===== src/rtl/baud_gen_frac.sv =====
// baud_gen_frac: fractional-N oversample/mid/baud tick generator with glitch-free divisor reload
module baud_gen_frac #(
  parameter int DIV_W = 12,
  parameter int FRAC_W = 4,
  parameter int OVERSAMPLE = 16,
  parameter int DEFAULT_INT = 13,
  parameter int DEFAULT_FRAC = 9
) (
  input  logic              sys_clk,
  input  logic              reset,
  input  logic              enable,
  input  logic              sync_clear,
  input  logic [DIV_W-1:0]  div_int,
  input  logic [FRAC_W-1:0] div_frac,
  input  logic              div_load,
  output logic              load_ack,
  output logic              os_tick,
  output logic              mid_tick,
  output logic              baud_tick
);
  localparam int OS_W = $clog2(OVERSAMPLE);
  logic [DIV_W:0] cnt, period;
  logic [DIV_W-1:0] act_int, sh_int, new_int;
  logic [FRAC_W-1:0] act_frac, sh_frac, acc, eff_frac;
  logic [FRAC_W:0] sum;
  logic [OS_W-1:0] os_cnt;
  logic stretch, pending, wrap, apply, os_last, os_mid;
  assign period = {1'b0, act_int} + (DIV_W+1)'(stretch);
  // >= rather than == so a shorter divisor applied while idle cannot skip the terminal count
  assign wrap = enable & ~sync_clear & (cnt + 1'b1 >= period);
  assign apply = pending & ~div_load & (wrap | ~enable | sync_clear);
  assign new_int = sh_int < DIV_W'(2) ? DIV_W'(2) : sh_int;
  assign eff_frac = apply ? sh_frac : act_frac;
  assign sum = {1'b0, acc} + {1'b0, eff_frac};
  assign os_last = os_cnt == OS_W'(OVERSAMPLE-1);
  assign os_mid = os_cnt == OS_W'(OVERSAMPLE/2-1);
  always_ff @(posedge sys_clk or posedge reset) begin
    if (reset) begin
      cnt <= '0;
      os_cnt <= '0;
      acc <= '0;
      stretch <= 1'b0;
      act_int <= DIV_W'(DEFAULT_INT);
      act_frac <= FRAC_W'(DEFAULT_FRAC);
      sh_int <= '0;
      sh_frac <= '0;
      pending <= 1'b0;
      os_tick <= 1'b0;
      mid_tick <= 1'b0;
      baud_tick <= 1'b0;
      load_ack <= 1'b0;
    end else begin
      os_tick <= wrap;
      mid_tick <= wrap & os_mid;
      baud_tick <= wrap & os_last;
      load_ack <= apply;
      if (sync_clear) begin
        cnt <= '0;
        os_cnt <= '0;
        acc <= '0;
        stretch <= 1'b0;
      end else if (wrap) begin
        cnt <= '0;
        acc <= sum[FRAC_W-1:0];
        stretch <= sum[FRAC_W];
        os_cnt <= os_last ? '0 : os_cnt + 1'b1;
      end else if (enable) begin
        cnt <= cnt + 1'b1;
      end
      if (apply) begin
        act_int <= new_int;
        act_frac <= sh_frac;
        pending <= 1'b0;
      end
      if (div_load) begin
        sh_int <= div_int;
        sh_frac <= div_frac;
        pending <= 1'b1;
      end
    end
  end
endmodule


===== config.mk =====
export PLATFORM = sky130hd
export DESIGN_NAME = baud_gen_frac
export DESIGN_NICKNAME = d
export VERILOG_FILES = /design/src/rtl/baud_gen_frac.sv
export SDC_FILE = /design/constraint.sdc
export NUM_CORES = 1
export LEC_CHECK = 0
export CAP_MARGIN = 20
export CELL_PAD_IN_SITES_DETAIL_PLACEMENT = 1
export CELL_PAD_IN_SITES_GLOBAL_PLACEMENT = 1
export CORE_ASPECT_RATIO = 0.9
export CORE_MARGIN = 1
export CORE_UTILIZATION = 25
export DETAILED_ROUTE_END_ITERATION = 10
export PLACE_DENSITY = 0.49
export SYNTH_ARGS = -nofsm -noshare
export SYNTH_HDL_FRONTEND = slang
export SYNTH_SLANG_ARGS = --single-unit

===== constraint.sdc =====
create_clock -name sys_clk -period 12.85 [get_ports sys_clk]
set_clock_uncertainty 0.2 [all_clocks]
set_input_delay 1.9275 -clock sys_clk [delete_from_list [all_inputs] [get_ports sys_clk]]
set_output_delay 1.9275 -clock sys_clk [all_outputs]
set_load 0.02 [all_outputs]

After elaboration in Yosys (flattened, before gate mapping). Cells that the tools add are included.

$add $sub $neg: 4. Multiplexer cells: 14. Magnitude comparators: 2. Eq/ne operators: 2. Reduce and logical (&&, ||, !) cells: 3. Bitwise operators: 11.

Operators by type and width (count): 2-to-1 mux 13 bit (3); 2-to-1 mux 4 bit (6); adder 12 x 1 -> 13 bit (1); adder 13 x 1 -> 13 bit, second input constant (1); >= comparator 13 bit (1); < comparator 12 x 2 -> 1 bit, second input constant (1); 2-to-1 mux 12 bit (1); bitwise AND 1 bit (6); adder 4 x 4 -> 5 bit (1); adder 4 x 1 -> 4 bit, second input constant (1); equality test 4 x 3 -> 1 bit, second input constant (1); equality test 4 bit, second input constant (1); 2-to-1 mux 1 bit (4); nonzero test 2 bit (2); NOT 1 bit (3); nonzero test 3 bit (1); OR 1 bit (2).

Logic and storage cells: 49. Bits of input ports: 21. Output and inout bits: 4. Register bits: 59.

Longest topological paths before layout. Gate-level depths: netlist (run 1).

Word-level depth: 10. Gate-level depth with buffers: 20. Depth with buffers taken out: 19.

Worst setup path after synthesis (run 1). OpenSTA, ideal clock, no wires.

Kind: reg2reg. From: register cnt[0]. To: register stretch. Buffers on the path: 1. Slack: 8.345 ns. Arrival time: 4.177 ns. Cell stages (with the launch flop): 19. Period minus slack after synthesis: 4.505 ns. Data required time: 12.522 ns. Setup time: 0.128 ns. Cells stage by stage: dfrtp_1 -> ha_1 -> nand4_1 -> nor3_1 -> nand3_1 -> or2_2 -> nand2_1 -> ha_1 -> and4_1 -> nand4_1 -> o21ai_2 -> nor3b_4 -> buf_12 -> mux2_4 -> ha_1 -> fa_1 -> a21o_1 -> a21oi_1 -> o21ai_0.

Longest elaborated chain between the ends: 10. Elaborated cells on any way between the ends: 11. Those cells by class: add/sub: 2; order compare: 1; mux: 3; bitwise: 4; reduce/logical: 1.

RTL lines: start: declaration (line 22) `logic [DIV_W:0] cnt, period;`; start signal: assignment (line 68) `cnt <= cnt + 1'b1;`; adder 13 x 1 -> 13 bit (line 30) `assign wrap = enable & ~sync_clear & (cnt + 1'b1 >= period);`; >= comparator 13 bit (line 30); bitwise AND 1 bit (line 30); OR 1 bit (2 in series) (line 31) `assign apply = pending & ~div_load & (wrap | ~enable | sync_clear);`; bitwise AND 1 bit (line 31); via apply (line 27) `logic stretch, pending, wrap, apply, os_last, os_mid;`; 2-to-1 mux 4 bit; via eff_frac[0] (line 24) `logic [FRAC_W-1:0] act_frac, sh_frac, acc, eff_frac;`; adder 4 x 4 -> 5 bit (line 34) `assign sum = {1'b0, acc} + {1'b0, eff_frac};`; 2-to-1 mux 1 bit (line 62) `end else if (wrap) begin`; 2-to-1 mux 1 bit (line 57) `if (sync_clear) begin`; end signal: assignment (line 65) `stretch <= sum[FRAC_W];`; end: declaration (line 27).

The timed path passes the listed nets, and every way through them passes these cells. The select of a mux whose other input is x is not followed. A chain may end at the register's enable or synchronous reset.

Final worst setup path (run 1).
From: register cnt[0]. To: register stretch.

Longest elaborated chain between the ends: 10. Elaborated cells on any way between the ends: 11. Those cells by class: add/sub: 2; order compare: 1; mux: 3; bitwise: 4; reduce/logical: 1.

RTL lines (line): adder 13 x 1 -> 13 bit (30); >= comparator 13 bit (30); bitwise AND 1 bit (30); OR 1 bit (2 in series) (31); bitwise AND 1 bit (31); 2-to-1 mux 4 bit; via eff_frac[0] (24); adder 4 x 4 -> 5 bit (34); 2-to-1 mux 1 bit (62); 2-to-1 mux 1 bit (57).

The timed path passes the listed nets, and every way through them passes these cells. The select of a mux whose other input is x is not followed.

==> results of run 1 <==
==> cells by family after synthesis <==
group	share of synthesized area
DFF	0.473
AOI/OAI and AO/OA	0.0926
adders and majority gates	0.0902
muxes	0.134
xor gates and xnor gates	0.0615
and+or+nand+nor	0.117
buffers and inverters	0.0323
==> worst paths after layout <==
check / from / endpoint / slack (ps) / depth (start not counted)
max in group asynchronous: reset / sh_int[10] / 10000 / 3
worst min-delay path: act_int[0] / act_int[0] / 280 / 2
min in group asynchronous: reset / stretch / 1950 / 3
worst min register to register: act_int[0] / act_int[0] / 280 / 2
worst max-delay path: cnt[0] / stretch / 7790 / 18
worst max register to register: cnt[0] / stretch / 7790 / 18
==> per-stage QoR <==
stage | instances | cell area [µm²]
after global routing | 460 | 3840
after floorplan | 265 | 3130
final | 460 | 3840
after CTS | 460 | 3840
after global placement | 444 | 3540
after detailed placement | 444 | 3540
==> synthesized netlist by cell type (2+ instances only) <==
cell type	number	area share
mux2i_1	4	0.013
nand3_1	13	0.021
nand2_1	11	0.013
o21ai_0	6	0.0096
mux2_4	8	0.038
dfrtp_1	54	0.43
and4_1	2	0.0056
xnor2_1	9	0.025
nor2_1	10	0.012
nor3_1	3	0.0048
buf_2	2	0.0032
clkbuf_1	3	0.0036
and3_1	3	0.0060
a21o_1	6	0.014
mux2_2	23	0.083
ha_1	21	0.084
nand3b_1	3	0.0072
nand2b_1	4	0.0080
inv_1	12	0.014
nand4_1	5	0.010
dfstp_2	5	0.042
a21oi_1	10	0.016
a22o_1	10	0.028
xor2_1	13	0.036
and2_1	2	0.0040
nor4_1	3	0.0060
==> per-layer routing <==
layer,vias to the layer above,global-route usage,part of all wire
li1,1013,-,-
met1,1002,0.159,0.52
met2,30,0.165,0.42
met3,7,0.0475,0.041
met4,0,0.0429,0.014
met5,-,0,0
==> state kept, by name (all words and copies together), names as in the netlist, 4 cells and up <==
name / count
acc: 4
cnt: 13
act_frac: 4
act_int: 12
sh_frac: 4
sh_int: 12
os_cnt: 4
==> worst max-delay path, delay by kind of cell (launching register included) <==
| family | cells | cell delay [ps] |
|---|---|---|
| buffers and inverters | 1 | 300 |
| AOI/OAI and AO/OA | 4 | 720 |
| DFF | 1 | 460 |
| adders and majority gates | 4 | 1030 |
| muxes | 1 | 340 |
| and+or+nand+nor | 8 | 1850 |
==> power by group <==
group | switching (mW) | internal (mW) | total (mW)
Clock | 0.0837 | 0.160 | 0.244
Sequential | 0.0162 | 0.207 | 0.223
Combinational | 0.0317 | 0.0391 | 0.0708
Total | 0.132 | 0.406 | 0.538
==> final cells by class <==
class                           count  area (µm²)  area share
Multi-Input combinational cell    186        1550       0.403
Sequential cell                    59        1480       0.386
Clock buffer                       12         256      0.0668
Timing Repair Buffer               26         255      0.0664
Tap cell                          160         200      0.0521
Clock inverter                      4        48.8      0.0127
Inverter                           13        48.8      0.0127
==> summary.md, run 1 <==
| Metric | Value |
|---|---|
| Run status | finished clean |
| Critical path's slowest cell | dfrtp_1 |
| Die W | 120 µm |
| Crit path arrival time | 5040 ps |
| Final GP Congestion | 0.713 |
| Root Buffer | clkbuf_16 |
| GRT Total Usage | 0.117 |
| Setup Fix Bufs, Post-CTS | 0 |
| Period utilization | 0.393 |
| Post_cts resized | 0 |
| VDD IR max | 0.0659 mV |
| Max Cap Viol | 0 |
| CP Class | register to register |
| Clk_lat worst skew | 330 ps |
| Die height | 108 µm |
| Clk slew on worst S/H paths | 50 ps |
| Remaining Overflow, GRT | 0 |
| Relative slew slack | 0.399 |
| Ys flop type | dfrtp_1 |
| Cts hold-fix bufs | 0 |
| Syn_nets | 308 |
| CP endpoint kind | register |
| Synth Register Bits | 59 |
| Post-synth ARST share | 1.00 |
| Seq/Total Area, Yosys | 0.473 |
| Via Count | 2052 |
| Leakage power | 1.74 nW |
| Iteration count of the initial detailed-routing pass | 4 |
| CTS tree | built |
| Worst path max stage delay | 460 ps |
| Initial core utilization | 0.259 |
| Num CTS Buffers | 9 |
| Row count | 38 |
| RSZ-0062 raised after global routing | no |
| CP Launch Type | register |
| Setup TNS | 0 ps |
| Fill cells | 1334 |
| Dpl ws | 7430 ps |
| Power per cell area | 140 mW/mm² |
| Commonest non-fill, non-tap cells in the layout | 54 x dfrtp_1, 24 x clkdlybuf4s50_1, 23 x mux2_2, 21 x ha_1 |
| YS warnings | 0 |
| DRC | 0 |
| Largest net degree at the start of global routing | 60 |
| NumNets Final | 338 |
| Slew Limit Fails | 0 |
| Layout cells sized above 1 | 0.197 |
| Clock Tree Buf Depth | 2 |
| Period minus WS final | 5060 ps |
| H-tree Lvls | 3 |
| Cells after synthesis | 265 |
| Synth unique cells | 46 |
| First-pass GRT wire length | 11400 µm |
| Die area | 0.0130 mm² |
| Highest clock rate | 198 MHz |
| Initial antenna violation count | 0 |
| CTS Sinks | 59 |
| Worst hold margin | 280 ps |
| Mapped Area | 0.00313 mm² |
| IO Count | 25 |
| Data required, critical path | 12830 ps |
| Vias per cell | 4.46 |
| Antenna viol nets, final | 0 |
| Post-Syn Area per Cell | 11.8 µm² |
| EDFF count, synth | 0 |
| Area delta synth->final | 22.6% |
| Hpwl dp | 4660 µm |
| Finished Core Util | 0.317 |
| Most common cell after layout, fill and taps aside | dfrtp_1 |
| Worst setup margin | 7790 ps |
| Antenna Cells | 0 |
| Vias in the first global route | 2194 |
| CP cell instances | ha_1 -> nand4_1 -> nor3_1 -> nand3_1 -> or2_2 -> nand2_1 -> ha_1 -> and4_1 -> nand4_1 -> o21ai_2 -> nor3b_4 -> buf_4 -> mux2_4 -> ha_1 -> fa_1 -> a21o_1 -> a21oi_1 -> o21ai_0 |
| Max Fanout on Critical Path | 17 |
| Core region area | 0.0121 mm² |
| Worst-Margin Slew | 898 ps |
| Endpoints failing hold | 0 |
| Final wirelength | 6510 µm |
| Initial DRC count | 85 |
| Final setup fails | 0 |
| Overall power | 538 µW |
| Most used cell, CP | ha_1 |
| IO buf count | 24 |
| Hold Crit Class | register to register |
| Wire length per cell | 14.2 µm |
(Power assumes the default switching activity.)
==> run 2: changes to the inputs <==
==> constraint.sdc (replaced) <==
create_clock -name sys_clk -period 4.7 [get_ports sys_clk]
set_clock_uncertainty 0.2 [all_clocks]
set_input_delay 0.705 -clock sys_clk [delete_from_list [all_inputs] [get_ports sys_clk]]
set_output_delay 0.705 -clock sys_clk [all_outputs]
set_load 0.02 [all_outputs]
==> run 2 against run 1 <==
  * Utilization up 0.47 points
  * Critical path depth unchanged
  * Final cell count up 1.1%
  * Largest cell class unchanged
==> summary.md, run 2 (same netlist as run 1, synthesis figures left out) <==
| Metric | Value |
|---|---|
| Slew Limit Fails | 0 (unchanged) |
| Highest clock rate | 231 MHz (+17%) |
| Period utilization | 0.920 (+0.527) |
| Max Cap Viol | 0 (unchanged) |
| Sequential share of power | 0.412 (-0.003) |
| Clock Tree Buf Depth | 2 (unchanged) |
| CTS tree | built |
| First-pass GRT wire length | 11600 µm (+1.3%) |
| Int Pwr | 1.13 mW (+180%) |
| GRT Total Usage | 0.117 (+0.000148) |
| Clk slew on worst S/H paths | 50 ps (about the same) |
| Power per cell area | 380 mW/mm² (+170%) |
| Core region area | 0.0121 mm² (unchanged) |
| Power share of the clock group | 0.456 (+0.003) |
| Worst-Margin Slew | 825 ps (-73.6 ps) |
| NumNets Final | 343 (+1.5%) |
| Switching share of power | 0.240 (-0.00516) |
| Vias per cell | 4.46 (-0.11%) |
| Leakage power | 1.77 nW (+1.4%) |
| Die height | 108 µm (unchanged) |
| Wire length per cell | 14.2 µm (+0.38%) |
| Remaining Overflow, GRT | 0 (unchanged) |
| CTS Sinks | 59 (unchanged) |
| Hold Crit Class | register to register |
| Root Buffer | clkbuf_16 |
| Die W | 120 µm (unchanged) |
| Initial core utilization | 0.259 (unchanged) |
| Run status | finished clean |
| CP endpoint kind | register |
| Relative slew slack | 0.449 (+0.0505) |
| Via Count | 2072 (+0.97%) |
| DRC | 0 (unchanged) |
| Antenna Cells | 0 (unchanged) |
| Fill cells | 1346 (+0.90%) |
| Num CTS Buffers | 9 (unchanged) |
| Area delta synth->final | 24.4% |
| Crit path arrival time | 4380 ps (-660 ps) |
| Logic pwr share | 0.132 (about the same) |
| IO buf count | 24 (unchanged) |
| Vias in the first global route | 2278 (+3.8%) |
| Iteration count of the initial detailed-routing pass | 4 (unchanged) |
| Row count | 38 (unchanged) |
| Period minus WS final | 4320 ps (-732 ps) |
| Regs by FF count | cnt x13, act_int x12, sh_int x12 |
| Initial DRC count | 48 (-44%) |
| Antenna viol nets, final | 0 (unchanged) |
| Setup Fix Bufs, Post-CTS | 0 (unchanged) |
| Data required, critical path | 4750 ps (-8080 ps) |
| Cts hold-fix bufs | 0 (unchanged) |
| Final setup fails | 0 (unchanged) |
| Commonest non-fill, non-tap cells in the layout | 54 x dfrtp_1, 24 x clkdlybuf4s50_1, 23 x mux2_2, 20 x ha_1 |
| Most common cell after layout, fill and taps aside | dfrtp_1 |
| RSZ-0062 raised after global routing | no |
| Number of flip-flops in the largest register | 13 (unchanged) |
| Placed instance area | 0.00357 mm² (+1.1%) |
| Clk_lat worst skew | 320 ps (about the same) |
| Layout cells sized above 1 | 0.226 (+0.0296) |
| IO Count | 25 (unchanged) |
| Initial antenna violation count | 0 (unchanged) |
| CP Launch Type | register |
| Max Fanout on Critical Path | 4 (-13) |
| Final wirelength | 6610 µm (+1.5%) |
| Endpoints failing hold | 0 (unchanged) |
| Hpwl dp | 4890 µm (+4.9%) |
| Post_cts resized | 0 (unchanged) |
| Setup TNS | 0 ps (unchanged) |
| H-tree Lvls | 3 (unchanged) |
| Final non-filler cell area | 0.00390 mm² (+1.5%) |
| Reg with most FFs | cnt |
| Internal reg-to-reg setup slack | 380 ps (-7420 ps) |
| Final GP Congestion | 0.773 (+8.4%) |
| Largest net degree at the start of global routing | 39 (-35%) |
| VDD IR max | 0.168 mV (+160%) |
| CP Class | register to register |
| Die area | 0.0130 mm² (unchanged) |
| Switch Pwr | 355 µW (+170%) |
-- run 2: metrics by stage --
step | setup slack, ps | util | instances | power (mW) | hold slack, ps
global route | 28.8 | 0.322 | 465 | 1.56 | 295
global placement | 371 | 0.295 | 449 | 0.813 | 266
finish | 376 | 0.322 | 465 | 1.48 | 277
detailed placement | 277 | 0.295 | 449 | 0.818 | 263
CTS | 264 | 0.321 | 465 | 1.51 | 281
floorplan | 195 | - | 265 | 0.750 | 247
-- run 2: path summary, 6_finish.rpt --
kind                                 start    endpoint  depth (start not counted)
worst max register to register  act_int[0]      acc[3]                         18
max in group asynchronous            reset  act_int[6]                          3
min in group asynchronous            reset   os_cnt[2]                          2
worst min register to register  act_int[0]  act_int[0]                          2
worst max-delay path            act_int[0]      acc[3]                         18
worst min-delay path            act_int[0]  act_int[0]                          2
-- run 2: layer usage --
layer / vias up / wire (µm) / global-route usage
met1: 1014 / 3350 / 0.156
met2: 27 / 2940 / 0.177
met3: 9 / 203 / 0.0316
met5: - / 0 / 0
li1: 1022 / - / -
met4: 0 / 126 / 0.0536
-- run 2: area by class of cell --
class	count	area, µm²	share of cell area
Timing Repair Buffer	31	293	0.0751
Multi-Input combinational cell	186	1560	0.400
Clock buffer	12	267	0.0683
Clock inverter	4	47.5	0.0122
Sequential cell	59	1480	0.380
Inverter	13	48.8	0.0125
Tap cell	160	200	0.0513
-- run 2: power by group through the flow --
| stage | clock (mW) | combinational (mW) | sequential (mW) |
|---|---|---|---|
| 6_report | 0.675 | 0.196 | 0.610 |
| 5_1_grt | 0.720 | 0.225 | 0.618 |
| 4_1_cts | 0.703 | 0.201 | 0.610 |
| 3_5_place_dp | 0 | 0.200 | 0.618 |
| 3_3_place_gp | 0 | 0.197 | 0.616 |
| 2_1_floorplan | 0 | 0.147 | 0.603 |
-- run 2: worst max-delay path: stages (launching register included) --
cell,delay (ps)
dfstp_2,530
ha_1,230
ha_2,240
and3_2,220
nand3_1,110
xor2_1,160
ha_1,290
and4_1,240
nand4_1,140
o21ai_2,170
nor3b_4,270
buf_4,200
mux2_4,320
ha_1,280
a21o_1,160
a21oi_1,160
xnor2_1,130
mux2i_1,80
nor2_1,110
==> run 3: changes to the inputs <==
--- a/config.mk
+++ b/config.mk
@@ -11,8 +11,10 @@
 export CORE_ASPECT_RATIO = 0.9
 export CORE_MARGIN = 1
 export CORE_UTILIZATION = 25
+export CTS_CLUSTER_DIAMETER = 150
 export DETAILED_ROUTE_END_ITERATION = 10
 export PLACE_DENSITY = 0.49
+export SLEW_MARGIN = 20
 export SYNTH_ARGS = -nofsm -noshare
 export SYNTH_HDL_FRONTEND = slang
 export SYNTH_SLANG_ARGS = --single-unit
==> results of run 3 <==
Same layout as run 2: the final DEF is identical, and so are final timing and power.
